--- config.mk ---
export PLATFORM = sky130hd
export DESIGN_NAME = tdm_demux4_flat
export DESIGN_NICKNAME = d
export VERILOG_FILES = /design/src/rtl/tdm_demux4_if.sv /design/src/rtl/tdm_demux4.sv /design/src/flat_wrapper.sv
export SDC_FILE = /design/constraint.sdc
export NUM_CORES = 1
export LEC_CHECK = 0
export CORE_ASPECT_RATIO = 1.4
export CORE_UTILIZATION = 45
export CTS_CLUSTER_DIAMETER = 100
export DETAILED_ROUTE_END_ITERATION = 8
export HOLD_SLACK_MARGIN = 0.1
export PLACE_DENSITY = 0.84
export SLEW_MARGIN = 20
export SYNTH_ARGS = -nofsm -noshare
export SYNTH_HDL_FRONTEND = slang
export SYNTH_SLANG_ARGS = --single-unit
--- constraint.sdc ---
create_clock -name clk -period 1.3 [get_ports clk]
set_input_delay 0.13 -clock clk [delete_from_list [all_inputs] [get_ports clk]]
set_output_delay 0.13 -clock clk [all_outputs]
set_load 0.005 [all_outputs]
--- src/rtl/tdm_demux4_if.sv ---
// Slot-word lane and channel outputs of the 4-slot TDM receive demultiplexer.
interface tdm_demux4_if #(parameter int WIDTH = 8);
    logic [WIDTH-1:0] din;
    logic             din_valid;
    logic             sync;
    logic [WIDTH-1:0] z0, z1, z2, z3;
    logic [3:0]       zv;
    logic [1:0]       sel;
    logic             locked;
    logic             frame_done;
    logic             sync_err;

    modport master (
        output din, din_valid, sync,
        input  z0, z1, z2, z3, zv, sel, locked, frame_done, sync_err
    );

    modport slave (
        input  din, din_valid, sync,
        output z0, z1, z2, z3, zv, sel, locked, frame_done, sync_err
    );
endinterface

--- src/rtl/tdm_demux4.sv ---
// 1:4 TDM receive demultiplexer: slot counting, channel routing, frame/sync flags.
// Optional TDM_DEMUX4_FRAME_LATCH_EN: publish all four channels together on frame_done.
module tdm_demux4 #(
    parameter int WIDTH = 8
) (
    input logic        clk,
    input logic        rst,
    tdm_demux4_if.slave bus
);
    typedef enum logic {HUNT, LOCKED} state_t;

    state_t                  state, state_nx;
    logic [1:0]              sel, sel_nx;
    logic [3:0]              wr;
    logic                    fd_nx, se_nx;
    logic [3:0][WIDTH-1:0]   z;
    logic [3:0]              zv;
    logic                    frame_done, sync_err;

    always_comb begin
        state_nx = state;
        sel_nx   = sel;
        wr       = 4'b0000;
        fd_nx    = 1'b0;
        se_nx    = 1'b0;
        if (bus.din_valid) begin
            case (state)
                HUNT: begin
                    if (bus.sync) begin
                        wr       = 4'b0001;
                        sel_nx   = 2'd1;
                        state_nx = LOCKED;
                    end
                end
                LOCKED: begin
                    if (bus.sync) begin
                        // Early sync aborts the partial frame and restarts at slot 0.
                        wr     = 4'b0001;
                        sel_nx = 2'd1;
                        se_nx  = (sel != 2'd0);
                    end else if (sel == 2'd0) begin
                        se_nx    = 1'b1;
                        sel_nx   = 2'd0;
                        state_nx = HUNT;
                    end else begin
                        wr     = 4'b0001 << sel;
                        sel_nx = sel + 2'd1;
                        // Any error restarts the frame, so reaching slot 3 implies a clean frame.
                        fd_nx  = (sel == 2'd3);
                    end
                end
                default: state_nx = HUNT;
            endcase
        end
    end

`ifdef TDM_DEMUX4_FRAME_LATCH_EN
    logic [2:0][WIDTH-1:0] sh;

    always_ff @(posedge clk) begin
        if (rst) begin
            sh <= '0;
            z  <= '0;
            zv <= 4'b0000;
        end else begin
            for (int k = 0; k < 3; k++)
                if (wr[k]) sh[k] <= bus.din;
            zv <= fd_nx ? 4'b1111 : 4'b0000;
            // Slot 3 is accepted on this same edge, so it comes straight from din.
            if (fd_nx) z <= {bus.din, sh[2], sh[1], sh[0]};
        end
    end
`else
    always_ff @(posedge clk) begin
        if (rst) begin
            z  <= '0;
            zv <= 4'b0000;
        end else begin
            for (int k = 0; k < 4; k++)
                if (wr[k]) z[k] <= bus.din;
            zv <= wr;
        end
    end
`endif

    always_ff @(posedge clk) begin
        if (rst) begin
            state      <= HUNT;
            sel        <= 2'd0;
            frame_done <= 1'b0;
            sync_err   <= 1'b0;
        end else begin
            state      <= state_nx;
            sel        <= sel_nx;
            frame_done <= fd_nx;
            sync_err   <= se_nx;
        end
    end

    assign bus.z0         = z[0];
    assign bus.z1         = z[1];
    assign bus.z2         = z[2];
    assign bus.z3         = z[3];
    assign bus.zv         = zv;
    assign bus.sel        = sel;
    assign bus.locked     = (state == LOCKED);
    assign bus.frame_done = frame_done;
    assign bus.sync_err   = sync_err;
endmodule

--- src/flat_wrapper.sv ---
// flat-port wrapper written by rule: the top's interface ports become plain ports
module tdm_demux4_flat 
#(
    parameter int WIDTH = 8
)
  (clk, rst, bus_din, bus_din_valid, bus_sync, bus_z0, bus_z1, bus_z2, bus_z3, bus_zv, bus_sel, bus_locked, bus_frame_done, bus_sync_err);
  tdm_demux4_if #(.WIDTH(WIDTH)) bus_i ();
  input logic clk;
  input logic rst;
  input wire logic [$bits(bus_i.din)-1:0] bus_din;
  input wire logic [$bits(bus_i.din_valid)-1:0] bus_din_valid;
  input wire logic [$bits(bus_i.sync)-1:0] bus_sync;
  output wire logic [$bits(bus_i.z0)-1:0] bus_z0;
  output wire logic [$bits(bus_i.z1)-1:0] bus_z1;
  output wire logic [$bits(bus_i.z2)-1:0] bus_z2;
  output wire logic [$bits(bus_i.z3)-1:0] bus_z3;
  output wire logic [$bits(bus_i.zv)-1:0] bus_zv;
  output wire logic [$bits(bus_i.sel)-1:0] bus_sel;
  output wire logic [$bits(bus_i.locked)-1:0] bus_locked;
  output wire logic [$bits(bus_i.frame_done)-1:0] bus_frame_done;
  output wire logic [$bits(bus_i.sync_err)-1:0] bus_sync_err;
  assign bus_i.din = bus_din;
  assign bus_i.din_valid = bus_din_valid;
  assign bus_i.sync = bus_sync;
  assign bus_z0 = bus_i.z0;
  assign bus_z1 = bus_i.z1;
  assign bus_z2 = bus_i.z2;
  assign bus_z3 = bus_i.z3;
  assign bus_zv = bus_i.zv;
  assign bus_sel = bus_i.sel;
  assign bus_locked = bus_i.locked;
  assign bus_frame_done = bus_i.frame_done;
  assign bus_sync_err = bus_i.sync_err;
  tdm_demux4 #(.WIDTH(WIDTH)) u_core (.clk(clk), .rst(rst), .bus(bus_i));
endmodule
==> Word-level counts from Yosys, hierarchy flattened <==
Index checks and enable logic that the tools add are counted.
{ "word_totals": {"regBits": 41, "latchBits": 0, "ramBits": 0, "romBits": 0, "mem_count": 0} }
{ "classes": {"add_sub_neg": 1, "n_mul": 0, "div_mod_pow": 0, "magnitude_cmp": 0, "eq_ne": 2, "shift": 1, "muxes": 15, "bitwise_logic": 2, "reduce_logical": 5} }
{ "op_table": {"columns": ["op", "n"], "rows": [
  ["$mux W4", 3],
  ["$pmux W4 S2", 1],
  ["$mux W1", 6],
  ["$mux W2", 3],
  ["$reduce_or A5 Y1", 1],
  ["$pmux W2 S2", 1],
  ["$shl A1 B2 Y4 const A", 1],
  ["$reduce_or A3 Y1", 1],
  ["$add A2 B1 Y2 const B", 1],
  ["$eq A2 B2 Y1 const B", 1],
  ["$logic_not A2 Y1", 1],
  ["$ne A2 B2 Y1 const B", 1],
  ["$not A1 Y1", 2],
  ["$pmux W1 S2", 1],
  ["$reduce_and A2 Y1", 1],
  ["$reduce_bool A2 Y1", 1]
]} }

==> Longest topological paths before layout <==
Gate-level depths: netlist of run 1.
{ "logic_depth": {"depth_word": 5, "mapped_depth": 5, "mapped_depth_nobuf": 4} }

==> Worst setup path after synthesis of run 1 <==
OpenSTA, ideal clock, no wires.
{ "synth_timing": {"path_kind": "reg2reg", "startpoint": "reg u_core.sel[0] (netlist: u_core.bus.sel[0])", "endpoint": "reg u_core.state (netlist: u_core.bus.locked)", "setup_ps": 91, "t_arrival_ps": 1104, "slack_ps": 105, "stages_incl_launch_ff": 5, "path_buffers": 0, "synth_period_minus_slack_ps": 1195, "cell_sequence": "dfxtp_1 > inv_1 > ha_1 > ha_1 > a311oi_1"} }
{ "synth_via": {"elab_chain_cells": 4} }
{ "synth_rtl": {"columns": ["element", "line_no", "text"], "rows": [
  ["from (decl)", "tdm_demux4.sv:13", "logic [1:0] sel, sel_nx;"],
  ["from (signal assigned)", "tdm_demux4.sv:94", "sel <= sel_nx;"],
  ["$logic_not A2 Y1", "tdm_demux4.sv:41", "end else if (sel == 2'd0) begin"],
  ["$mux W1", "tdm_demux4.sv:41", null],
  ["$mux W1", "tdm_demux4.sv:36", "if (bus.sync) begin"],
  ["$pmux W1 S2", "tdm_demux4.sv:27", "case (state)"],
  ["to (signal assigned)", "tdm_demux4.sv:93", "state <= state_nx;"],
  ["to (decl)", "tdm_demux4.sv:12", "state_t state, state_nx;"]
]} }
No other way between the ends.
A chain may end at the register's enable or synchronous reset.

==> Final worst setup path of run 1 <==
{ "layout_timing": {"startpoint": "reg u_core.z, in the netlist u_core.bus.z0[3]", "endpoint": "out bus_z0[3]"} }
{ "layout_rtl": {"columns": ["element", "line_no", "text"], "rows": [
  ["from (decl)", "tdm_demux4.sv:16", "logic [3:0][WIDTH-1:0] z;"],
  ["from (signal, indexed assignment)", "tdm_demux4.sv:80", "if (wr[k]) z[k] <= bus.din;"],
  ["to (decl)", "flat_wrapper.sv:13", "output wire logic [$bits(bus_i.z0)-1:0] bus_z0;"]
]} }
No word-level cell between the ends.

==> results of run 1 <==
-- per-stage QoR --
stage	instance area, um^2	hold slack, ps	util, %	setup TNS, ps
finish	2609	453.2	69.73	0
global route	2609	465.3	69.73	-26.43
CTS	2541	440.9	67.93	0
detailed placement	2384	464.4	63.71	-1889
global placement	2384	457.2	63.71	-759.1
floorplan	1792	274.9	-	0
-- path summary, 6_finish.rpt --
path / from / end / slack, ps
min reg2reg: u_core.bus.z1[5] / u_core.bus.z1[5] / 470
min: bus_din[2] / u_core.bus.z0[2] / 450
max: u_core.bus.z0[3] / bus_z0[3] / 40
max reg2reg: u_core.bus.sel[1] / u_core.bus.z3[4] / 60
-- power groups by stage --
stage	Sequential, mW	Combinational (mW)	Clock (mW)
finish	1.29	0.246	1.20
global route	1.29	0.267	1.29
CTS	1.29	0.244	1.22
detailed placement	1.32	0.245	0
global placement	1.32	0.239	0
floorplan	1.32	0.130	0
-- registers in the layout, summed over array words and instances (netlist names), 2 cells and up --
signal / cells
u_core.bus.z0: 8
u_core.bus.z1: 8
u_core.bus.z2: 8
u_core.bus.z3: 8
u_core.bus.zv: 4
u_core.bus.sel: 2
-- cells by family (layout without fill, tap and decap cells) --
family | Yosys count | count (layout) | share of synthesized area (%)
AO/OA/AOI/OAI | 21 | 21 | 8.729
flip-flops | 41 | 41 | 45.81
adder cells (fa/ha/maj) | 7 | 7 | 4.888
AND/OR/NAND/NOR | 52 | 52 | 19.97
multiplexers | 24 | 24 | 13.41
buffers and inverters | 18 | 83 | 7.191
-- layer usage --
metal	part of all wire, %	up-vias	global-route usage [%]
met5	0	-	0
met4	2.0	0	8.500
met3	3.5	7	4.216
met2	51	46	33.37
met1	43	637	23.40
li1	-	682	-
-- final cells by class --
| class | instances | area, um^2 |
|---|---|---|
| multi-input combinational | 104 | 862.1 |
| clock buffer | 5 | 68.82 |
| timing repair buffer | 71 | 696.9 |
| clock inverter | 3 | 65.06 |
| inverter | 4 | 15.01 |
| fill | 289 | 1132 |
| tap | 42 | 52.55 |
| sequential | 41 | 848.3 |
-- what timing repair did --
item / CTS / global route
resized for setup: 9 / 30
setup endpoints to repair: 9 / 38
buffers inserted: 2 / 1
pin swaps: 0 / 1
-- cell usage after synthesis --
cell | number | share of area, %
dfxtp_1 | 41 | 46
nand2b_1 | 32 | 11
mux2i_1 | 24 | 13
a21oi_1 | 9 | 2.5
a21bo_2 | 8 | 4.5
nand3_1 | 8 | 2.2
ha_1 | 7 | 4.9
buf_6 | 6 | 3.8
inv_1 | 4 | 0.84
buf_2 | 3 | 0.84
buf_4 | 3 | 1.3
nor3b_1 | 3 | 1.3
nor4bb_1 | 2 | 1.1
a211oi_1 | 1 | 0.42
a311oi_1 | 1 | 0.49
a32o_1 | 1 | 0.56
and3_1 | 1 | 0.35
and4b_1 | 1 | 0.56
clkbuf_1 | 1 | 0.21
clkbuf_2 | 1 | 0.28
nand3b_1 | 1 | 0.42
nand4b_1 | 1 | 0.49
nand4b_4 | 1 | 1.3
nor2_1 | 1 | 0.21
nor4b_2 | 1 | 0.84
o21ai_1 | 1 | 0.28
==> summary.txt, run 1 <==
Run status
  – Status: completed

Routing
  – Total Wirelength: 3837 um
  – Pre-antenna DRT Iters: 4
  – Drc violations: 0
  – Antenna Nets Post-Route: 0
  – Wire length per cell: 14.21 um
  – Vias: 1,372
  – Via density: 5.081
  – Iter 0 DRT Violations: 26

Setup path
  – Crit path kind: reg2out
  – Buffers plus inverters on the worst setup path: 1
  – CP max FO: 2
  – Reg2Reg Depth: 5
  – WP data required: 1170 ps
  – CP endpoint kind: output port
  – Max incr delay on CP: 500 ps
  – WP data arrival: 1130 ps
  – CP top delay family: buffers and inverters
  – Worst path cell trace: clkdlybuf4s50_1
  – Setup crit start kind: flop
  – Levels on crit path: 1
  – Worst path slowest cell: clkdlybuf4s50_1

Place
  – Placed insts: 259
  – Dpl ws: -124.4 ps
  – Dpl hpwl: 2828 um
  – GPL Wtd Cong: 0.8371
  – IO buf count: 52

Clocking
  – Latest clock arrival within the worst-skew pair: 290 ps
  – Clock sinks: 41
  – Root Driver: clkbuf_8
  – Total CTS buffers: 5
  – CTS H-tree lvls: 2
  – Worst-path clk slew: 70 ps
  – Hold_buf cts: 0
  – CTS tree: yes
  – Clock Tree Buf Depth: 2

Timing
  – Post-layout min period: 1256 ps
  – Final setup violation count: 0
  – Fmax: 0.7964 GHz
  – Tcrit/Tclk final: 96.59%
  – Clock Skew: 3.395 ps
  – Slew @ Worst Pin: 262.9 ps
  – Setup ws final: 44.37 ps
  – RSZ-0062 raised after global routing: true
  – Max-slew violation count: 0
  – Hold Violations, Final: 0
  – Relative slew slack: 82.23%

Pwr
  – Clock share of power: 43.8%
  – Switch share: 20.35%
  – PD cells: 1047 nW/um^2
  – Tot Pwr: 2.732 mW
  – Internal: 2.176 mW
  – Power share of the combinational group: 9.0%
  – Psw: 555.9 uW
  – Leakage: 1.233 nW
  – VDD IR max: 0.9720 mV
  – Sequential power share: 47.2%

Floorplan
  – Core Rows: 26
  – CORE AREA: 3741 um^2
  – Die area: 4242 um^2
  – Starting density of the core: 47.89%
  – Die width: 55.33 um
  – Die Y-Extent: 76.66 um
  – Ports: 53

Synthesis
  – Syn_area_per_cell: 10.99 um^2
  – Synth cell types: 26
  – Cells after synthesis: 163
  – Syn Std Cell Area: 1792 um^2
  – Post-Synthesis Net Count: 182
  – Synth warn: 0
  – Synth Register Bits: 41
  – Sequential share of the synthesized area: 45.81%

Finish
  – Antenna cells: 0
  – Most common cell after layout, fill and taps aside: clkdlybuf4s50_1
  – Area growth, synth to finish: 45.60%
  – Commonest non-fill, non-tap cells in the layout: 42 x clkdlybuf4s50_1, 32 x nand2b_1, 24 x mux2i_1, 23 x dfxtp_1
  – Post-Layout Cell Count: 270
  – Layout cells sized above 1: 26.75%
  – Nets@finish: 246

Global route
  – Antenna violations before repair: 0
  – Largest net degree at the start of global routing: 25
  – Global-route wire length before repair: 6486 um
  – Vias in the first global route: 1,335
  – GRT Overall Usage: 19.58%
  – Global route overflow: 0

Job
  – Max-cap violations: 0

Worst hold path
  – WHS Path Cells: 3
  – HP Class: in2reg
(Power assumes the default switching activity.)
==> run 2, diff against run 1 <==
CORE_UTILIZATION = 41   (was 45)
PLACE_DENSITY = 0.78   (was 0.84)
==> summary.txt, run 2 (synthesis results as in run 1) <==
Run status
  – Status: complete, but fails checks
  – Failing checks: DRC

Timing
  – Relative slew slack: 82.83% (+0.60 points)
  – RSZ-0062 raised after global routing: false
  – Tcrit/Tclk final: 97.44% (+0.85 points)
  – Final setup violation count: 0 (unchanged)
  – Fmax: 0.7895 GHz (-0.87%)
  – Fin Hold WS: 445.2 ps (-7.962 ps)
  – Setup ws final: 33.32 ps (-11.05 ps)
  – Hold Violations, Final: 0 (unchanged)
  – Post-layout min period: 1267 ps (+11.05 ps)
  – Setup TNS Final: 0 ps (unchanged)
  – Clock Skew: 5.766 ps (+2.370 ps)
  – Max-slew violation count: 0 (unchanged)
  – Slew @ Worst Pin: 254.0 ps (-8.867 ps)

Floorplan
  – Ports: 53 (unchanged)
  – Die width: 57.87 um (+4.6%)
  – Die Y-Extent: 80.22 um (+4.6%)
  – Starting density of the core: 42.62% (-5.3 points)
  – CORE AREA: 4204 um^2 (+12%)
  – Die area: 4642 um^2 (+9.4%)
  – Core Rows: 28 (+7.7%)

Place
  – Placed insts: 261 (+0.77%)
  – GPL Wtd Cong: 0.7349 (-12%)
  – Dpl hpwl: 2654 um (-6.2%)
  – IO buf count: 52 (unchanged)
  – Dpl ws: -86.31 ps (+38.11 ps)
  – Post-DP Area: 2380 um^2 (-0.16%)

Pwr
  – Psw: 551.4 uW (-0.81%)
  – Power share of the combinational group: 10.0% (+1.0 points)
  – Internal: 1.890 mW (-13%)
  – Tot Pwr: 2.442 mW (-11%)
  – Switch share: 22.58% (+2.2 points)
  – Clock share of power: 37.2% (-6.6 points)
  – Leakage: 1.228 nW (-0.45%)
  – VDD IR max: 0.6127 mV (-37%)
  – Sequential power share: 52.7% (+5.5 points)
  – PD cells: 955.8 nW/um^2 (-8.7%)

Worst hold path
  – HP Class: in2reg

Clocking
  – Worst-path clk slew: 80 ps (about the same)
  – CTS tree: yes
  – Root Driver: clkbuf_8
  – Clock sinks: 41 (unchanged)
  – Latest clock arrival within the worst-skew pair: 290 ps (about the same)
  – Total CTS buffers: 5 (unchanged)
  – CTS H-tree lvls: 2 (unchanged)
  – Clock Tree Buf Depth: 2 (unchanged)
  – Hold_buf cts: 0 (unchanged)

Setup path
  – Buffers plus inverters on the worst setup path: 1 (unchanged)
  – Worst path slowest cell: clkdlybuf4s50_1
  – Setup crit start kind: flop
  – Worst path cell trace: clkdlybuf4s50_1
  – CP endpoint kind: output port
  – Crit path kind: reg2out
  – CP max FO: 2 (unchanged)
  – WP data arrival: 1140 ps (about the same)
  – WP data required: 1170 ps (about the same)
  – CP top delay family: buffers and inverters
  – Max incr delay on CP: 500 ps (about the same)

Finish
  – Nets@finish: 243 (-1.2%)
  – Final Util: 60.77% (-9.0 points)
  – Design area: 2555 um^2 (-2.1%)
  – Fill count: 339 (+17%)
  – Layout cells sized above 1: 23.11% (-3.6 points)
  – Antenna cells: 0 (unchanged)
  – Area growth, synth to finish: 42.60%
  – Post-Layout Cell Count: 270 (unchanged)
  – Commonest non-fill, non-tap cells in the layout: 41 x clkdlybuf4s50_1, 32 x nand2b_1, 27 x dfxtp_1, 24 x mux2i_1, 14 x buf_4
  – Most common cell after layout, fill and taps aside: clkdlybuf4s50_1

Routing
  – Wire length per cell: 14.06 um (-1.1%)
  – Total Wirelength: 3795 um (-1.1%)
  – Via density: 4.989 (-1.8%)
  – Pre-antenna DRT Iters: 8 (+4)
  – Vias: 1,347 (-1.8%)
  – Drc violations: 3 (+3)
  – Iter 0 DRT Violations: 37 (+42%)
  – Antenna Nets Post-Route: 0 (unchanged)

Global route
  – Vias in the first global route: 1,307 (-2.1%)
  – Global-route wire length before repair: 6230 um (-3.9%)
  – Antenna violations before repair: 0 (unchanged)
  – Global route overflow: 0 (unchanged)
  – GRT Overall Usage: 17.80% (-1.8 points)
  – Largest net degree at the start of global routing: 20 (-20%)

Job
  – Max-cap violations: 0 (unchanged)
==> run 2: cell types whose count changed in the layout (fill, tap and decap cells not counted), sizes merged <==
cell / delta
bufinv: -2
clkbuf: +2
buf: -3
clkdlybuf4s50: -1
dlygate4sd2: -1
dlymetal6s2s: +2
==> run 2: per-layer routing <==
layer	GRT usage, %	up-vias	wire length, um
li1	-	676	-
met1	20.87	631	1663
met2	30.00	34	1916
met3	4.670	6	145
met4	7.857	0	68
met5	0	-	0
==> run 2: layout make-up <==
| cell class | count | area, um^2 | area share [%] |
|---|---|---|---|
| Multi-Input combinational cell | 104 | 859.6 | 33.64 |
| Clock inverter | 1 | 5.005 | 0.1959 |
| Sequential cell | 41 | 845.8 | 33.10 |
| Inverter | 4 | 15.01 | 0.5877 |
| Tap cell | 45 | 56.30 | 2.204 |
| Clock buffer | 7 | 96.34 | 3.771 |
| Timing Repair Buffer | 68 | 676.9 | 26.49 |
==> run 2: power by group through the flow <==
stage	sequential, mW	combinational (mW)	clock (mW)
2_1_floorplan	1.32	0.130	0
3_3_place_gp	1.32	0.238	0
3_5_place_dp	1.32	0.239	0
4_1_cts	1.28	0.249	0.927
5_1_grt	1.29	0.266	0.990
6_report	1.29	0.245	0.909
==> run 2: final timing paths <==
check | startpoint | endpoint | slack [ps] | depth (start not counted)
worst max-delay path | u_core.bus.z2[2] | bus_z2[2] | 30 | 1
worst min-delay path | bus_din[2] | u_core.bus.z0[2] | 450 | 3
worst max register to register | u_core.bus.sel[0] | u_core.bus.z2[6] | 90 | 4
worst min register to register | u_core.bus.z1[5] | u_core.bus.z1[5] | 470 | 2
==> run 2: worst min-delay path: stages <==
cell             delay, ps
clkdlybuf4s50_1        440
nand3_1                 80
a21oi_1                 50
==> run 2: timing repair <==
| action | 4_1_cts | 5_1_grt |
|---|---|---|
| buffers inserted | 2 | 0 |
| pin swaps | 0 | 3 |
| resized for setup | 10 | 24 |
| endpoints found under the setup margin | 12 | 43 |
==> run 3, diff against run 2 <==
CORE_MARGIN = 2   (was not set)
RECOVER_POWER = 50   (was not set)
==> summary.txt, run 3 (synthesis results as in run 1) <==
Finish
  – Multi-input logic area: 838.3 um^2 (-2.5%)
  – Layout cells sized above 1: 19.74% (-3.4 points)
  – Reg area: 834.6 um^2 (-1.3%)
  – Fill count: 381 (+12%)
  – Commonest non-fill, non-tap cells in the layout: 36 x clkdlybuf4s50_1, 32 x nand2b_1, 32 x dfxtp_1, 24 x mux2i_1, 15 x buf_4
  – Final Util: 60.36% (-0.42 points)
  – Area growth, synth to finish: 41.62%
  – Nets@finish: 246 (+1.2%)
  – Most common cell after layout, fill and taps aside: clkdlybuf4s50_1
  – Antenna cells: 0 (unchanged)

Global route
  – Global-route wire length before repair: 5809 um (-6.8%)
  – GRT Overall Usage: 15.70% (-2.1 points)
  – Antenna violations before repair: 0 (unchanged)
  – Vias in the first global route: 1,279 (-2.1%)
  – Global route overflow: 0 (unchanged)
  – Largest net degree at the start of global routing: 23 (+15%)

Setup path
  – Worst path slowest cell: clkdlybuf4s50_1
  – WP data arrival: 1130 ps (about the same)
  – CP top delay family: buffers and inverters
  – Setup crit start kind: flop
  – Crit path kind: reg2out
  – WP data required: 1170 ps (about the same)
  – CP max FO: 2 (unchanged)
  – Worst path cell trace: clkdlybuf4s50_1
  – Max incr delay on CP: 500 ps (about the same)
  – Buffers plus inverters on the worst setup path: 1 (unchanged)
  – CP endpoint kind: output port

Place
  – GPL Wtd Cong: 0.7908 (+7.6%)
  – Dpl hpwl: 2697 um (+1.6%)
  – IO buf count: 52 (unchanged)

Pwr
  – Sequential power share: 49.8% (-2.9 points)
  – PD cells: 1021 nW/um^2 (+6.9%)
  – Psw: 550.8 uW (-0.12%)
  – Power share of the combinational group: 9.4% (-0.6 points)
  – Leakage: 1.073 nW (-13%)
  – Clock share of power: 40.8% (+3.6 points)
  – Tot Pwr: 2.592 mW (+6.1%)
  – Switch share: 21.25% (-1.3 points)
  – VDD IR max: 0.6176 mV (+0.79%)
  – Internal: 2.041 mW (+8.0%)

Routing
  – Iter 0 DRT Violations: 45 (+22%)
  – Antenna Nets Post-Route: 0 (unchanged)
  – Wire length per cell: 13.25 um (-5.8%)
  – Pre-antenna DRT Iters: 4 (-4)
  – Drc violations: 0 (-3)
  – Total Wirelength: 3616 um (-4.7%)
  – Vias: 1,369 (+1.6%)
  – Via density: 5.015 (+0.52%)

Timing
  – Tcrit/Tclk final: 97.10% (-0.34 points)
  – Clock Skew: 2.039 ps (-3.727 ps)
  – Fmax: 0.7922 GHz (+0.35%)
  – RSZ-0062 raised after global routing: true
  – Slew @ Worst Pin: 261.0 ps (+6.939 ps)
  – Hold Violations, Final: 0 (unchanged)
  – Final setup violation count: 0 (unchanged)
  – Post-layout min period: 1262 ps (-4.357 ps)
  – Relative slew slack: 82.36% (-0.47 points)
  – Max-slew violation count: 0 (unchanged)

Floorplan
  – Die width: 59.87 um (+3.5%)
  – Die area: 4923 um^2 (+6.0%)
  – Ports: 53 (unchanged)
  – Die Y-Extent: 82.22 um (+2.5%)
  – CORE AREA: 4204 um^2 (unchanged)
  – Core Rows: 28 (unchanged)
  – Starting density of the core: 42.62% (unchanged)

Job
  – Max-cap violations: 0 (unchanged)

Clocking
  – Clock sinks: 41 (unchanged)
  – Clock Tree Buf Depth: 2 (unchanged)
  – Latest clock arrival within the worst-skew pair: 290 ps (about the same)
  – Root Driver: clkbuf_8
  – CTS tree: yes
  – Total CTS buffers: 5 (unchanged)
  – Worst-path clk slew: 80 ps (about the same)
  – CTS H-tree lvls: 2 (unchanged)
  – Hold_buf cts: 0 (unchanged)

Run status
  – Status: completed

Worst hold path
  – HP Class: in2reg
-- run 3: final cells by class --
type | instances | share of cell area [%]
clock buffer | 7 | 3.402
clock inverter | 1 | 1.183
inverter | 4 | 0.5917
multi-input combinational | 104 | 33.04
sequential | 41 | 32.89
tap | 45 | 2.219
timing repair buffer | 71 | 26.68
-- run 3: final timing paths --
check / from / endpoint / cells past startpoint / slack (ps)
max: u_core.bus.z0[3] / bus_z0[3] / 1 / 40
min: bus_din[7] / u_core.bus.z0[7] / 3 / 420
max reg2reg: u_core.bus.sel[1] / u_core.bus.z1[6] / 6 / 70
min reg2reg: u_core.bus.z1[7] / u_core.bus.z1[7] / 2 / 470
-- run 3: metrics by stage --
stage	setup slack [ps]	std cells	hold WS [ps]	instance area (um^2)	setup TNS [ps]
2_1_floorplan	105.0	163	274.9	1792	0
3_3_place_gp	-83.06	264	459.7	2415	-1799
3_5_place_dp	-107.8	264	460.7	2415	-2546
4_1_cts	5.009	273	416.5	2541	0
5_1_grt	-10.01	273	444.7	2537	-29.35
6_report	37.68	273	421.3	2537	0
-- run 3: repair_timing --
action / CTS / global route
pin swaps: 0 / 1
endpoints found under the hold margin: 0 / 0
buffers inserted: 1 / 0
endpoints found under the setup margin: 3 / 25
gates resized for setup: 7 / 20
-- run 3: metal layers --
metal,GRT usage (%),vias up,routed length [um]
met4,9.111,0,109
met1,18.51,638,1520
met5,0,-,0
li1,-,681,-
met2,25.76,41,1843
met3,3.427,9,143
-- run 3: worst reg2reg max path: cells and delay by family, from the launching register on --
kind                       cells  cell delay [ps]
and+or+nand+nor                1              130
DFF                            1              320
buffers and inverters          3              390
muxes                          1              110
adders and majority gates      1              170
-- run 3: power by group through the flow --
| stage | clock, mW | sequential (mW) | combinational [mW] |
|---|---|---|---|
| final | 1.06 | 1.29 | 0.243 |
| after detailed placement | 0 | 1.32 | 0.254 |
| after global placement | 0 | 1.32 | 0.250 |
| after floorplan | 0 | 1.32 | 0.130 |
| after CTS | 1.08 | 1.29 | 0.251 |
| after global routing | 1.12 | 1.29 | 0.263 |
